==> src/rtl/fx_log_avg.sv <==
// fx_log_avg: averages 2^AVG_LOG2 signed 16.16 log10 samples per output.
// Result handshakes out with valid/ready; a synchronous clear aborts the
// partial average. Optional macro FX_LOG_DB_SCALE_EN multiplies the average
// by 10 (log10 -> dB) with saturation to the signed 32-bit range.
module fx_log_avg #(
    parameter int AVG_LOG2 = 3
) (
    input  logic        clk,
    input  logic        rst_n,
    input  logic        in_valid,
    output logic        in_ready,
    input  logic [31:0] in_data,
    input  logic        clear,
    output logic        out_valid,
    input  logic        out_ready,
    output logic [31:0] out_data,
    output logic        out_sat
);

    // Accumulator is wide enough for 2^AVG_LOG2 full-scale samples.
    localparam int AW = 32 + AVG_LOG2;
    localparam int CW = AVG_LOG2 + 1;
    localparam logic [CW-1:0] LAST = CW'((1 << AVG_LOG2) - 1);

    typedef enum logic {
        ACC  = 1'b0,
        HOLD = 1'b1
    } state_t;

    state_t               state_q, state_d;
    logic signed [AW-1:0] acc_q, acc_d;
    logic signed [AW-1:0] sum;
    logic        [CW-1:0] cnt_q, cnt_d;
    logic        [31:0]   data_q, data_d;
    logic                 sat_q, sat_d;
    logic signed [31:0]   avg;
    logic        [32:0]   fmt;

    // Final output formatting: returns {sat, data}.
    function automatic logic [32:0] fmt_out(input logic signed [31:0] a);
`ifdef FX_LOG_DB_SCALE_EN
        logic signed [35:0] a36;
        logic signed [35:0] p;
        a36 = 36'(a);
        p   = (a36 <<< 3) + (a36 <<< 1);
        if (p > 36'sh07FFFFFFF)
            return {1'b1, 32'h7FFFFFFF};
        else if (p < -36'sh080000000)
            return {1'b1, 32'h80000000};
        else
            return {1'b0, p[31:0]};
`else
        return {1'b0, a};
`endif
    endfunction

    // State register.
    always_ff @(posedge clk or negedge rst_n) begin
        if (!rst_n) state_q <= ACC;
        else        state_q <= state_d;
    end

    // Next state, accumulation and result capture.
    always_comb begin
        state_d   = state_q;
        acc_d     = acc_q;
        cnt_d     = cnt_q;
        data_d    = data_q;
        sat_d     = sat_q;
        in_ready  = (state_q == ACC);
        out_valid = (state_q == HOLD);
        sum       = acc_q + AW'($signed(in_data));
        avg       = 32'(sum >>> AVG_LOG2);
        fmt       = fmt_out(avg);
        case (state_q)
            ACC: begin
                if (clear) begin
                    acc_d = '0;
                    cnt_d = '0;
                end else if (in_valid) begin
                    acc_d = sum;
                    cnt_d = cnt_q + CW'(1);
                    if (cnt_q == LAST) begin
                        state_d = HOLD;
                        data_d  = fmt[31:0];
                        sat_d   = fmt[32];
                    end
                end
            end
            HOLD: begin
                // Clear drops the result; a handshake retires it.
                if (clear || out_ready) begin
                    state_d = ACC;
                    acc_d   = '0;
                    cnt_d   = '0;
                end
            end
            default: state_d = ACC;
        endcase
    end

    // Accumulator, counter and registered result.
    always_ff @(posedge clk or negedge rst_n) begin
        if (!rst_n) begin
            acc_q  <= '0;
            cnt_q  <= '0;
            data_q <= '0;
            sat_q  <= 1'b0;
        end else begin
            acc_q  <= acc_d;
            cnt_q  <= cnt_d;
            data_q <= data_d;
            sat_q  <= sat_d;
        end
    end

    assign out_data = data_q;
    assign out_sat  = sat_q;

endmodule

==> config.mk <==
export PLATFORM = sky130hd
export DESIGN_NAME = fx_log_avg
export DESIGN_NICKNAME = d
export VERILOG_FILES = /design/src/rtl/fx_log_avg.sv
export SDC_FILE = /design/constraint.sdc
export NUM_CORES = 1
export LEC_CHECK = 0
export BUFFER_PORTS_ARGS = -buffer_cell sky130_fd_sc_hd__buf_2
export CAP_MARGIN = 30
export CORE_UTILIZATION = 55
export DETAILED_ROUTE_END_ITERATION = 8
export GPL_TIMING_DRIVEN = 1
export PLACE_DENSITY = 0.84
export SLEW_MARGIN = 20
export SYNTH_ARGS = -nofsm -noshare
export SYNTH_HDL_FRONTEND = slang
export SYNTH_SLANG_ARGS = --single-unit
==> constraint.sdc <==
create_clock -name clk -period 3.7 [get_ports clk]
set_clock_uncertainty 0.1 [all_clocks]
set_input_delay 0.185 -clock clk [delete_from_list [all_inputs] [get_ports clk]]
set_output_delay 0.185 -clock clk [all_outputs]
set_load 0.03 [all_outputs]
==> results.yml <==
timing:
  hold_violations: 0
  min_period_over_period_pct: 81.3
  fmax_mhz: 332
  finalSetupViolCount: 0
  tightest_slew_ps: 725
  rsz0062_at_grt: "false"
  final_max_slew_viol_count: 0
  setup_tns_ps: 0
  min_period_ps: 3010
  relSlewSlack_pct: 51.7
synth:
  synth_edf_count: 0
  synthSimpleGateAreaFrac_pct: 11.0
  synth-xor-area-share_pct: 6.36
  synth_top_area_share_pct: 39.6
  synth_area_um2: 4550
  synth_top_cell_by_area: "dfrtp_1"
  syn_nets: 531
  synth_area_leaders: "dfrtp_1 (40%), ha_1 (9.6%), mux2_2 (7.4%)"
  synth_compound_area_share_pct: 22.4
  post_synth_mux_area_share_pct: 7.43
  synth_ff_type: "dfrtp_1"
  yosysWarnings: 0
  synth_area_per_cell_um2: 9.92
  synthCells: 458
  synth_top_family_by_area: "compound AO/OA/AOI/OAI gates"
  synthAdderAreaFrac_pct: 10.1
  ys_async_sr_fraction_pct: 100
  ys_types: 50
  yosysSeqAreaShare_pct: 39.6
  ys_seq_elements: 72
clock_network:
  numCtsBuffers: 9
  htreeDepth: 3
  clk_pin_slew_ps: 80
  cts-root-buf: "clkbuf_8"
  worstSkewPairLatency_ps: 350
  cts_setup_buffers: 0
  cts_max_path_buffers: 2
  cts_tree: "built"
  clock-sinks: 72
layout:
  area.growth.synth_to_final_pct: 13.6
  diodes: 0
  multi_input_area_um2: 2620
  final_nets: 594
  fillCellCount: 653
  final_util_pct: 65.8
  fin_cells: 627
  final_cell_mix: "dfrtp_1 (72), buf_2 (70), nand2_1 (37), a21oi_1 (37), ha_1 (35)"
  final_common_cell: "dfrtp_1"
  drive_above_1_share_pct: 23.6
  seqCellArea_um2: 1800
power:
  p_per_area_nw_per_um2: 472
  clkPwrFrac_pct: 25.3
  p_int_mw: 1.55
  p_leak_nw: 2.60
  swShare_pct: 36.3
  pwr-share-comb_pct: 37.1
  vdd_drop_max_v: 0.000225
  pwr-share-seq_pct: 37.6
  switchingPower_mw: 0.886
hold_path:
  min_from: "out_ready"
  hp-class: "primary input to flop"
setup_path:
  cp-start-kind: "flop"
  cp_max_fo: 5
  r2r-start: "acc_q[0]$_DFFE_PN0P_"
  worstSetupPathType: "flop to flop"
  worstPathArrival_ps: 3190
  worst_setup_path_end_kind: "flop"
  setup.worst_path.start: "acc_q[0]$_DFFE_PN0P_"
  cp.required_ps: 3880
grt:
  grt_max_degree: 42
  track_usage_pct: 25.1
  grt_overflow_total: 0
  grt_pass1_wl_um: 17200
  grt_pass1_vias: 3791
  antenna_found_initial: 0
routing:
  vias: 3747
  remaining_drc_errors: 0
  firstDrtPassIters: 6
  routedWlPerCell_um: 16.3
  drtIter0Drc: 222
  viasPerCell: 5.98
  ant_nets: 0
  routed_wl_um: 10200
die:
  core_area_um2: 7850
  fp.dieW_um: 92.9
  initial_core_util_pct: 57.9
  die_height_um: 92.9
  dieArea_um2: 8630
  rows: 32
  boundaryPins: 72
place:
  dpl.cell_count: 611
  hpwl_um: 7500
  port_buffers: 70
  gp_congestion: 0.922
status:
  status: "finished, final reports clean"
job:
  drv_cap: 0
-- critical path: stages (launching register included) --
cell	delay, ps
dfrtp_1	400
ha_1	230
fa_1	430
a211oi_1	220
o21ai_1	140
a211oi_2	370
a2111o_1	220
a21oi_1	80
or3_4	400
a211o_1	290
nand3_1	70
-- path summary, 6_finish.rpt --
path                                            end  slack (ps)  cells after the start
hold / removal                  out_valid$_DFF_PN0_          60                      3
setup reg to reg              acc_q[34]$_DFFE_PN0P_         690                     10
max in group asynchronous  out_data[19]$_DFFE_PN0P_        2190                      3
min in group asynchronous      acc_q[4]$_DFFE_PN0P_         330                      2
hold reg to reg                acc_q[2]$_DFFE_PN0P_         400                      2
setup / recovery              acc_q[34]$_DFFE_PN0P_         690                     10
-- power groups by stage --
stage               clock network (mW)  registers, mW  logic [mW]
floorplan                            0          0.946       0.664
global placement                     0          0.926       0.867
detailed placement                   0          0.929       0.890
CTS                              0.624          0.916       0.897
global route                     0.660          0.926       0.999
finish                           0.617          0.917       0.904
-- area by class of cell --
class,instances,share of cell area (%)
inverter,10,0.727
sequential,72,34.9
tap,102,2.47
clock buffer,11,2.74
timing repair buffer,75,7.56
clock inverter,4,0.872
multi-input combinational,353,50.7
-- synth_stat cells (all sizes together), types with 2 or more instances --
library cell,n
nand4,11
nor3,6
inv,10
mux2,30
a21o,12
dfrtp,72
o221ai,2
xor2,14
a31oi,6
and4,2
nor4,3
o21bai,8
ha,35
a21boi,3
or3,2
a211o,2
buf,7
and2,4
clkbuf,16
a22o,34
nor2b,2
nand3,10
nor2,23
a211oi,8
xnor2,19
nand2,37
o211ai,2
or2,2
a21oi,37
o21ai,26
-- cell families after synthesis --
kind of cell    after synthesis
compound gates              148
simple gates                105
flops                        72
fa+ha+maj                    36
xor+xnor                     33
buf+inv                      33
mux                          30
other cells                   1
-- through the flow --
| stage | hold slack (ps) | total power, mW | instance area (um2) | setup WS, ps |
|---|---|---|---|---|
| final | 55.6 | 2.44 | 5160 | 692 |
| after global placement | 166 | 1.79 | 4970 | 776 |
| after floorplan | -211 | 1.61 | 4550 | 910 |
| after detailed placement | 179 | 1.82 | 4970 | 718 |
| after global routing | 68.3 | 2.58 | 5160 | 435 |
| after CTS | 54.5 | 2.44 | 5160 | 691 |
-- timing repair --
action,in CTS,in global routing
endpoints found under the hold margin,31,0
gates resized for setup,0,0
hold buffers,1,0
-- registers in the layout (all words and copies together), names as in the netlist --
name	count
acc_q	35
out_data	32
cnt_q	4
out_valid	1
-- per-layer routing --
layer | wire, um | global-route usage [%]
met3 | 544 | 4.02
met4 | 185 | 9.74
met5 | 0 | 0
met1 | 4730 | 33.9
met2 | 4730 | 40.6
(Power assumes the default switching activity.)
